**src/rtl/sop_unmask_collector.sv**
```systemverilog
// sop_unmask_collector: recombines a two-share masked monomial vector into its
// unmasked form over several cycles, then flags results whose product bits do
// not match the AND of their linear bits.
//
// Vector bit map (shares and mono_out):
//   [14]a [13]b [12]c [11]d [10]ab [9]ac [8]ad [7]bc [6]bd [5]cd
//   [4]abc [3]abd [2]acd [1]bcd [0]abcd
module sop_unmask_collector #(
  parameter int unsigned CHECK_EN = 1
) (
  input  logic        clk,
  input  logic        rst,
  input  logic        in_valid,
  output logic        in_ready,
  input  logic [14:0] share0_in,
  input  logic [14:0] share1_in,
  output logic        out_valid,
  input  logic        out_ready,
  output logic [14:0] mono_out,
  output logic [3:0]  nibble_out,
  output logic        check_err,
  input  logic        err_clr,
  output logic [15:0] err_count
);

  localparam bit CheckEn = (CHECK_EN != 0);

  localparam logic [2:0] StIdle  = 3'd0;
  localparam logic [2:0] StLoad0 = 3'd1;
  localparam logic [2:0] StMix1  = 3'd2;
  localparam logic [2:0] StCheck = 3'd3;
  localparam logic [2:0] StHold  = 3'd4;

  logic [2:0]  state_q, state_d;
  logic [14:0] r0_q, r1_q, acc_q;
  logic [14:0] mono_q;
  logic        check_err_q;
  logic [15:0] err_count_q;

  logic        a, b, c, d;
  logic [10:0] prod_exp;
  logic        err_now;

  // Products implied by the linear bits of the recombined vector.
  always_comb begin
    a = acc_q[14];
    b = acc_q[13];
    c = acc_q[12];
    d = acc_q[11];
    prod_exp = {a & b, a & c, a & d, b & c, b & d, c & d,
                a & b & c, a & b & d, a & c & d, b & c & d,
                a & b & c & d};
    err_now = CheckEn && (|(prod_exp ^ acc_q[10:0]));
  end

  // Next-state sequencing; HOLD waits for the consumer handshake.
  always_comb begin
    state_d = state_q;
    unique case (state_q)
      StIdle:  if (in_valid) state_d = StLoad0;
      StLoad0: state_d = StMix1;
      StMix1:  state_d = StCheck;
      StCheck: state_d = StHold;
      StHold:  if (out_ready) state_d = StIdle;
      default: state_d = StIdle;
    endcase
  end

  // State register.
  always_ff @(posedge clk or posedge rst) begin
    if (rst) begin
      state_q <= StIdle;
    end else begin
      state_q <= state_d;
    end
  end

  // Share capture and recombination: shares enter the accumulator in separate
  // cycles and each share register is wiped once consumed.
  always_ff @(posedge clk or posedge rst) begin
    if (rst) begin
      r0_q        <= '0;
      r1_q        <= '0;
      acc_q       <= '0;
      mono_q      <= '0;
      check_err_q <= 1'b0;
    end else begin
      unique case (state_q)
        StIdle: begin
          if (in_valid) begin
            r0_q <= share0_in;
            r1_q <= share1_in;
          end
        end
        StLoad0: begin
          acc_q <= r0_q;
          r0_q  <= '0;
        end
        StMix1: begin
          acc_q <= acc_q ^ r1_q;
          r1_q  <= '0;
        end
        StCheck: begin
          mono_q      <= acc_q;
          check_err_q <= err_now;
          acc_q       <= '0;
        end
        default: ;
      endcase
    end
  end

  // Saturating error counter; a clear beats a coincident increment.
  always_ff @(posedge clk or posedge rst) begin
    if (rst) begin
      err_count_q <= '0;
    end else if (err_clr) begin
      err_count_q <= '0;
    end else if ((state_q == StCheck) && err_now && (err_count_q != 16'hFFFF)) begin
      err_count_q <= err_count_q + 16'd1;
    end
  end

  // Output decode.
  always_comb begin
    in_ready   = (state_q == StIdle);
    out_valid  = (state_q == StHold);
    mono_out   = mono_q;
    nibble_out = mono_q[14:11];
    check_err  = check_err_q;
    err_count  = err_count_q;
  end

endmodule

```
**config.mk**
```make
export PLATFORM = sky130hd
export DESIGN_NAME = sop_unmask_collector
export DESIGN_NICKNAME = d
export VERILOG_FILES = /design/src/rtl/sop_unmask_collector.sv
export SDC_FILE = /design/constraint.sdc
export NUM_CORES = 1
export LEC_CHECK = 0
export BUFFER_PORTS_ARGS = -buffer_cell sky130_fd_sc_hd__buf_2
export CORE_UTILIZATION = 53
export CTS_CLUSTER_DIAMETER = 30
export DETAILED_ROUTE_END_ITERATION = 12
export PLACE_DENSITY = 0.79
export SYNTH_ARGS = -nofsm -noshare
export SYNTH_HDL_FRONTEND = slang
export SYNTH_SLANG_ARGS = --single-unit
```
**constraint.sdc**
```tcl
create_clock -name clk -period 3.35 [get_ports clk]
set_input_delay 0.67 -clock clk [delete_from_list [all_inputs] [get_ports clk]]
set_output_delay 0.67 -clock clk [all_outputs]
set_load 0.01 [all_outputs]
```
; ---- Word-level counts from Yosys, hierarchy flattened
; Index checks and enable logic that the tools add are counted.
[classes]
add_sub_neg = 1
n_bitwise = 13
reduce_logical = 11
eq_ne = 7
n_mux = 10
[ops]
columns = op, n
row1 = 15-bit one-hot mux with 2 select lines, 2
row2 = 15-bit one-hot mux with 3 select lines, 1
row3 = 16-bit 2-to-1 mux, 2
row4 = 15-bit 2-to-1 mux, 2
row5 = "16-bit by 1-bit adder with 16-bit output, second input constant", 1
row6 = "16-bit inequality test, second input constant", 1
row7 = 3-bit one-hot mux with 5 select lines, 1
row8 = 15-bit XOR, 1
row9 = 1-bit AND, 11
row10 = 11-bit OR reduction, 1
row11 = 11-bit XOR, 1
row12 = "3-bit by 2-bit equality test with 1-bit output, second input constant", 2
row13 = 3-bit 2-to-1 mux, 2
row14 = 2-bit AND reduction, 3
row15 = 2-bit nonzero test, 3
row16 = "3-bit by 1-bit equality test with 1-bit output, second input constant", 1
row17 = "3-bit equality test, second input constant", 1
row18 = 3-bit logical NOT, 1
row19 = 3-bit nonzero test, 1
row20 = 1-bit logical AND, 2
row21 = "2-bit by 1-bit inequality test with 1-bit output, second input constant", 1
row22 = "2-bit inequality test, second input constant", 1
[totals]
inputBits = 35
regBits = 80
out_inout_bits = 38

; ---- Depth between registers and ports, before layout
; Gate-level depths: netlist of the first run.
[depth]
ltp_word = 9
depth_mapped = 10

; ---- Worst setup path after synthesis of the first run
; Ideal clock, no wire load.
[synth_timing]
path_type = reg-to-reg
start = register err_count_q[0] (netlist: err_count[0])
end = register err_count_q[11] (netlist: err_count[11])
path_slack_ns = 1.204
required_time_ns = 3.272
synth_period_minus_slack_ns = 2.146
path_buffers = 1
path_stages_with_launch = 9
arrival_time_ns = 2.068
path_cell_list = dfrtp_1 > ha_1 > nand4_1 > nor4_2 > or3_1 > buf_2 > nor2_2 > or4b_1 > a21oi_1
[synth_via]
elab_chain_len = 3
[synth_rtl]
columns = element, line_no
row1 = start: declaration, 38  ; logic [15:0] err_count_q;
row2 = start signal: assignment, 120  ; err_count_q <= err_count_q + 16'd1;
row3 = 16-bit by 1-bit adder with 16-bit output / 16-bit inequality test (equally long branches), "120, 119"
row4 = 16-bit 2-to-1 mux / 1-bit logical AND (equally long branches), 119  ; end else if ((state_q == StCheck) && err_now && (err_count_q != 16'hFFFF)) begin
row5 = 16-bit 2-to-1 mux / 2-bit nonzero test (equally long branches), --
; Several ways; a longest one is shown, not always the timed one. The select of a mux whose other input is x is not followed.
; A chain may end at the register's enable or synchronous reset.

; ---- Worst setup path in the final report of the first run
[layout_timing]
start = register state_q[2]
end = output out_valid
[layout_via]
elab_chain_len = 1
[layout_rtl]
columns = element, line_no
row1 = start: declaration, 34  ; logic [2:0] state_q, state_d;
row2 = start signal: assignment, 72  ; state_q <= StIdle;
row3 = start signal: assignment, 74  ; state_q <= state_d;
row4 = 3-bit equality test, 127  ; out_valid = (state_q == StHold);
row5 = end: declaration, 17  ; output logic out_valid,
; Every way passes these cells.

==> results.sh, run 1 <==
export IMPL_status="complete, no violations"
export IMPL_powerDensity_nw_per_um2=777
export IMPL_hold_path_class="flip-flop to flip-flop"
export IMPL_numCtsBuffers=9
export IMPL_mappedNetlistArea_um2=3890
export IMPL_yosys_warnings=0
export IMPL_worst_slew_pin_slew_ps=1120
export IMPL_yosys_top_cells_area="dfrtp_1 (51%), a22o_1 (6.8%), o21ai_0 (6.4%)"
export IMPL_portBuffers=72
export IMPL_startpoint_type="flip-flop"
export IMPL_slowest_stage="dfrtp_1"
export IMPL_core_um2=6940
export IMPL_clkSinkCount=80
export IMPL_hp_start="mono_out[8]$_DFFE_PP0P_"
export IMPL_drt_wl_total_um=8470
export IMPL_cts_root_buf="clkbuf_8"
export IMPL_power_switching_mw=1.37
export IMPL_cp_end_kind="output port"
export IMPL_dpl_cell_area_um2=4190
export IMPL_ys_seq_area_share_pct=51.5
export IMPL_cp_data_arrival_time_ps=1820
export IMPL_fp_row_count=30
export IMPL_yosysTopAreaCellShare_pct=51.5
export IMPL_ir_drop_v=0.000533
export IMPL_synth_cells=386
export IMPL_placed_cells=519
export IMPL_maxCapViolations=0
export IMPL_synth_seq_cells=80
export IMPL_crit_fanout=37
export IMPL_clockBufferDepth=2
export IMPL_fin_crit_sh_pct=74.3
export IMPL_wl_per_cell_um=15.8
export IMPL_antenna_found_initial=0
export IMPL_ys_types=45
export IMPL_antenna_cells=0
export IMPL_fin_setup_tns_ps=0
export IMPL_fmax_ghz=0.402
export IMPL_p_leak_nw=2.01
export IMPL_h_tree_depth=3
export IMPL_clk_pin_slew_worst_paths_ps=80
export IMPL_finalWeightedCongestion=0.850
export IMPL_rsz0062_at_grt="no"
export IMPL_combPwrFrac_pct=31.2
export IMPL_design_area_um2=4390
export IMPL_ant_nets=0
export IMPL_grt_max_degree=68
export IMPL_die_y_um=87.6
export IMPL_fp_dieArea_um2=7680
export IMPL_cp_cell_sequence="nor3b_1 -> buf_2"
export IMPL_vias=3172
export IMPL_synth_fp_nets=422
export IMPL_route_detailed_drc=0
export IMPL_seq_power_share_pct=47.3
export IMPL_worstSkewPairLatency_ps=370
export IMPL_path_class="flip-flop to output port"
export IMPL_power_internal_mw=2.04
export IMPL_synth_edf_count=0
export IMPL_grt_use_total_pct=24.0
export IMPL_cp_required_ps=2680
export IMPL_synth_async_reset_ratio_pct=100
export IMPL_initial_core_util_pct=56.0
export IMPL_die_width_um=87.6
export IMPL_relSlewSlack_pct=25.4
export IMPL_postCtsHoldBufs=0
export IMPL_syn2layout_area_growth_pct=13.0
export IMPL_max_stage_delay_ps=910
export IMPL_grt_pass1_wl_um=13900
export IMPL_cts_setup_buffers=0
export IMPL_fin_worst_skew_ps=11.0
export IMPL_grt_pass1_vias=2771
export IMPL_fin_crit_ps=2490
export IMPL_dp_hpwl_um=6000
export IMPL_instances_no_fill=535
export IMPL_synth_top_cell_by_area="dfrtp_1"
export IMPL_rrSetupSlack_ps=900
export IMPL_power_frac_clock_pct=21.4
export IMPL_ys_flop_type="dfrtp_1"
export IMPL_syn_avg_cell_area_um2=10.1
export IMPL_timing_critical_path_from="state_q[2]$_DFFE_PP0P_"
export IMPL_initialDrtViolationCount=170
export IMPL_ctsResizeCount=0
export IMPL_setup_viol=0
export IMPL_drive_above_1_share_pct=23.7
export IMPL_grt_overflow=0
export IMPL_sw_frac_of_total_pct=40.1
export IMPL_slew_viol_final=0
export IMPL_viasPerCell=5.93
export IMPL_r2r_start="state_q[0]$_DFFE_PP0P_"
export IMPL_finalHoldViolations=0
export IMPL_pin_count=73
export IMPL_detail_route_first_pass_iterations=5
export IMPL_cts_tree="done"
export IMPL_nets=470
-- through the flow --
stage	total power, mW	utilization (%)	setup slack [ps]	hold WS (ps)
final	3.41	63.2	862	477
after global routing	3.66	63.2	627	511
after CTS	3.42	63.2	851	485
after detailed placement	2.69	60.3	941	466
after global placement	2.64	60.3	1010	462
after floorplan	2.42	-	628	467
-- worst max-delay path: cells and delay by family, from the launching register on --
family        cells  cell delay, ps
simple gates      1             350
flops             1             910
buf+inv           1             190
-- kinds of logic (layout without fill, tap and decap cells) --
| family | count (synthesis) | count (layout) | share of synthesized area (%) |
|---|---|---|---|
| muxes | 8 | 8 | 2.25 |
| AOI/OAI and AO/OA | 137 | 137 | 23.3 |
| and+or+nand+nor | 100 | 100 | 14.7 |
| buffers and inverters | 55 | 108 | 6.73 |
| DFF | 80 | 80 | 51.5 |
| adders and majority gates | 1 | 1 | 0.322 |
| xor gates and xnor gates | 5 | 5 | 1.13 |
-- final cells by class --
type	count	area (um2)
Timing Repair Buffer	73	368
Fill cell	584	2550
Tap cell	96	120
Inverter	19	72.6
Clock inverter	7	81.3
Clock buffer	9	124
Sequential cell	80	2000
Multi-Input combinational cell	251	1620
-- flip-flops by register name (all words and copies together) (netlist names) --
name       flops
r0_q          15
r1_q          15
check_err      1
err_count     16
acc_q         15
state_q        3
mono_out      15
-- cell usage in the layout, fill, tap and decap left out, types with 10 or more instances in the layout --
master and n:
nand4_1 10, nand2_1 24, buf_2 72, dfrtp_1 80, o21ai_0 50, a21oi_1 24
nor2_1 15, nor2b_1 10, inv_1 18, a32oi_1 19, a22o_1 30
-- routing by layer --
layer / track usage [%] / vias up / share of wire, %
met3: 5.47 / 12 / 6.9
met4: 9.84 / 0 / 1.7
met1: 36.9 / 1507 / 49
met2: 32.6 / 122 / 42
li1: - / 1531 / -
met5: 0 / - / 0
-- power groups by stage --
stage          clock [mW]  sequential, mW  combinational [mW]
2_1_floorplan           0            1.46               0.961
3_3_place_gp            0            1.61                1.03
3_5_place_dp            0            1.63                1.07
4_1_cts             0.741            1.61                1.07
5_1_grt             0.788            1.67                1.20
6_report            0.732            1.62                1.06
-- cells in the mapped netlist (all sizes together), types with 2 or more instances --
library cell  instances
a21oi                24
a22o                 30
a32oi                19
and3                  3
buf                  13
clkbuf               23
dfrtp                80
inv                  19
mux2                  6
mux2i                 2
nand2                24
nand2b                2
nand3                 9
nand4                11
nor2                 16
nor2b                10
nor3                  5
nor4                  3
nor4bb                2
o21ai                53
o31ai                 4
o41ai                 4
or3                   2
or4                   4
or4b                  4
xnor2                 5
-- worst paths after layout --
kind | endpoint | cells past startpoint
hold / removal | mono_out[8]$_DFFE_PP0P_ | 2
min in group asynchronous | mono_out[1]$_DFFE_PP0P_ | 2
setup / recovery | out_valid | 2
setup reg to reg | err_count[14]$_DFFE_PP0P_ | 5
hold reg to reg | mono_out[8]$_DFFE_PP0P_ | 2
max in group asynchronous | r0_q[11]$_DFFE_PP0P_ | 3
Power figures use the tool's default switching activity.
==> run 2: changes to the inputs <==
- ABC_AREA: not set -> 1
- clock period: 3.35 -> 2.5 ns (I/O delays scaled with it)
==> results.sh, run 2 <==
export IMPL_status="complete, no violations"
export IMPL_vias=3375
export IMPL_placed_cells=616
export IMPL_die_y_um=87.9
export IMPL_fin_crit_ps=2030
export IMPL_cts_tree="done"
export IMPL_clkSinkCount=80
export IMPL_cts_root_buf="clkbuf_8"
export IMPL_yosys_warnings=0
export IMPL_synth_fp_nets=505
export IMPL_synth_async_reset_ratio_pct=100
export IMPL_yosysTopAreaCellShare_pct=51.2
export IMPL_layout_commonest_cell="nand2_1"
export IMPL_viasPerCell=5.34
export IMPL_worstSkewPairLatency_ps=370
export IMPL_r2r_start="err_count[0]$_DFFE_PP0P_"
export IMPL_detail_route_first_pass_iterations=4
export IMPL_initial_core_util_pct=56.3
export IMPL_drt_wl_total_um=8750
export IMPL_postCtsHoldBufs=0
export IMPL_largest_reg_flops=16
export IMPL_finalWeightedCongestion=0.903
export IMPL_syn2layout_area_growth_pct=15.7
export IMPL_initialDrtViolationCount=243
export IMPL_ys_flop_type="dfrtp_1"
export IMPL_crit_fanout=17
export IMPL_setup_viol=0
export IMPL_fmax_ghz=0.493
export IMPL_antenna_cells=0
export IMPL_rrSetupSlack_ps=470
export IMPL_fin_util_pct=65.2
export IMPL_mappedNetlistArea_um2=3910
export IMPL_worst_r2r_cell_count=10
export IMPL_yosys_top_cells_area="dfrtp_1 (51%), nand2_1 (13%), inv_1 (5.0%)"
export IMPL_ir_drop_v=0.000607
export IMPL_cp_end_kind="flip-flop"
export IMPL_grt_use_total_pct=25.2
export IMPL_pin_count=73
export IMPL_syn_avg_cell_area_um2=8.34
export IMPL_cts_setup_buffers=0
export IMPL_cp_data_arrival_time_ps=2280
export IMPL_ant_nets=0
export IMPL_maxCapViolations=0
export IMPL_ys_types=29
export IMPL_fin_worst_skew_ps=10.5
export IMPL_cp_required_ps=2760
export IMPL_synth_cells=469
export IMPL_fp_row_count=30
export IMPL_portBuffers=72
export IMPL_startpoint_type="flip-flop"
export IMPL_p_leak_nw=2.31
export IMPL_whs_ps=230
export IMPL_grt_pass1_vias=3142
export IMPL_core_um2=6940
export IMPL_clk_pin_slew_worst_paths_ps=90
export IMPL_fin_crit_sh_pct=81.1
export IMPL_fp_dieArea_um2=7720
export IMPL_instances_no_fill=632
export IMPL_clockBufferDepth=2
export IMPL_rsz0062_at_grt="no"
export IMPL_synth_edf_count=0
export IMPL_path_class="flip-flop to flip-flop"
export IMPL_ctsResizeCount=0
export IMPL_slew_viol_final=0
export IMPL_grt_max_degree=81
export IMPL_reg2reg_to="err_count[13]$_DFFE_PP0P_"
export IMPL_worst_slew_pin_slew_ps=671
export IMPL_finalHoldViolations=0
export IMPL_dp_hpwl_um=6110
export IMPL_synth_seq_cells=80
export IMPL_wl_per_cell_um=13.8
export IMPL_drive_above_1_share_pct=18.7
export IMPL_grt_overflow=0
export IMPL_ys_seq_area_share_pct=51.2
export IMPL_netlist_top_cells_count="nand2_1 (133), dfrtp_1 (80), inv_1 (52), nor2_1 (39), o21ai_0 (32)"
export IMPL_numCtsBuffers=9
export IMPL_h_tree_depth=3
export IMPL_grt_pass1_wl_um=15000
export IMPL_nets=567
export IMPL_timing_critical_path_from="err_count[0]$_DFFE_PP0P_"
export IMPL_route_detailed_drc=0
export IMPL_powerDensity_nw_per_um2=1110
export IMPL_relSlewSlack_pct=55.2
export IMPL_final_cell_mix="nand2_1 (133), dfrtp_1 (80), buf_2 (72), inv_1 (51), nor2_1 (39)"
export IMPL_synth_top_cell_by_area="dfrtp_1"
export IMPL_hold_path_class="input pin to asynchronous set/reset pin"
export IMPL_antenna_found_initial=0
export IMPL_fin_setup_tns_ps=0
export IMPL_synth_most_common_cell="nand2_1"
export IMPL_die_width_um=87.9
==> run 2: cell count changes after synthesis, moves of 10 or more <==
cell and change:
nand2_1 +109, inv_1 +33, nor2_1 +24, a21oi_1 -23
nand3_1 +19, a32oi_1 -18, o21ai_0 -18, a22o_1 -15
o22ai_1 +15, a32o_1 +14, clkbuf_1 -11, nor2b_1 -10
==> run 2: worst max-delay path, cell delays in order, from the launching register on <==
cell and delay [ps]:
dfrtp_1 410, ha_1 190, nand2_1 120, nor2_1 240
nand4_1 150, nor2_1 110, nand3_1 120, nand3_4 240
nand2_4 180, nand2_1 110, nand2_1 50
==> run 2: kinds of logic after synthesis <==
logic type / share of synthesized area, %
xor+xnor: 1.57
flops: 51.2
compound gates: 14.3
simple gates: 23.8
fa+ha+maj: 0.320
buf+inv: 8.83
==> run 2: how the worst max path moves through the flow <==
| stage | end | slack [ps] | cells after the start |
|---|---|---|---|
| 2_1_floorplan | err_count[9]$_DFFE_PP0P_ | 750 | 11 |
| 3_3_place_gp | state_q[2]$_DFFE_PP0P_ | 610 | 6 |
| 3_5_place_dp | err_count[13]$_DFFE_PP0P_ | 490 | 10 |
| 4_1_cts | err_count[13]$_DFFE_PP0P_ | 480 | 10 |
| 5_1_grt | err_count[14]$_DFFE_PP0P_ | 200 | 10 |
| 6_report | err_count[13]$_DFFE_PP0P_ | 470 | 10 |
==> run 2: power breakdown <==
| part | switching (mW) | total (mW) | internal (mW) |
|---|---|---|---|
| registers | 0.348 | 2.09 | 1.74 |
| clock network | 0.532 | 1.11 | 0.583 |
| logic | 1.14 | 1.84 | 0.704 |
| total | 2.02 | 5.04 | 3.02 |
==> run 2: area by class of cell <==
type	count	area, um2
fillers	596	2420
flip-flops and latches	80	2000
multi-input cells	310	1560
repair buffers	76	403
inverters	54	206
clock buffers	9	124
well taps	96	120
clock inverters	7	108
==> run 2: metal layers <==
metal,global-route usage (%),wire (um)
met5,0,0
met3,4.15,416
met4,9.69,108
met1,38.2,4310
met2,36.0,3910
==> run 2: per-stage QoR <==
step	power [mW]	cell area, um2	worst slack, ps
after CTS	5.06	4530	479
after global routing	5.43	4530	198
after global placement	3.86	4290	612
after floorplan	3.44	3910	753
final	5.04	4530	472
after detailed placement	3.95	4290	493
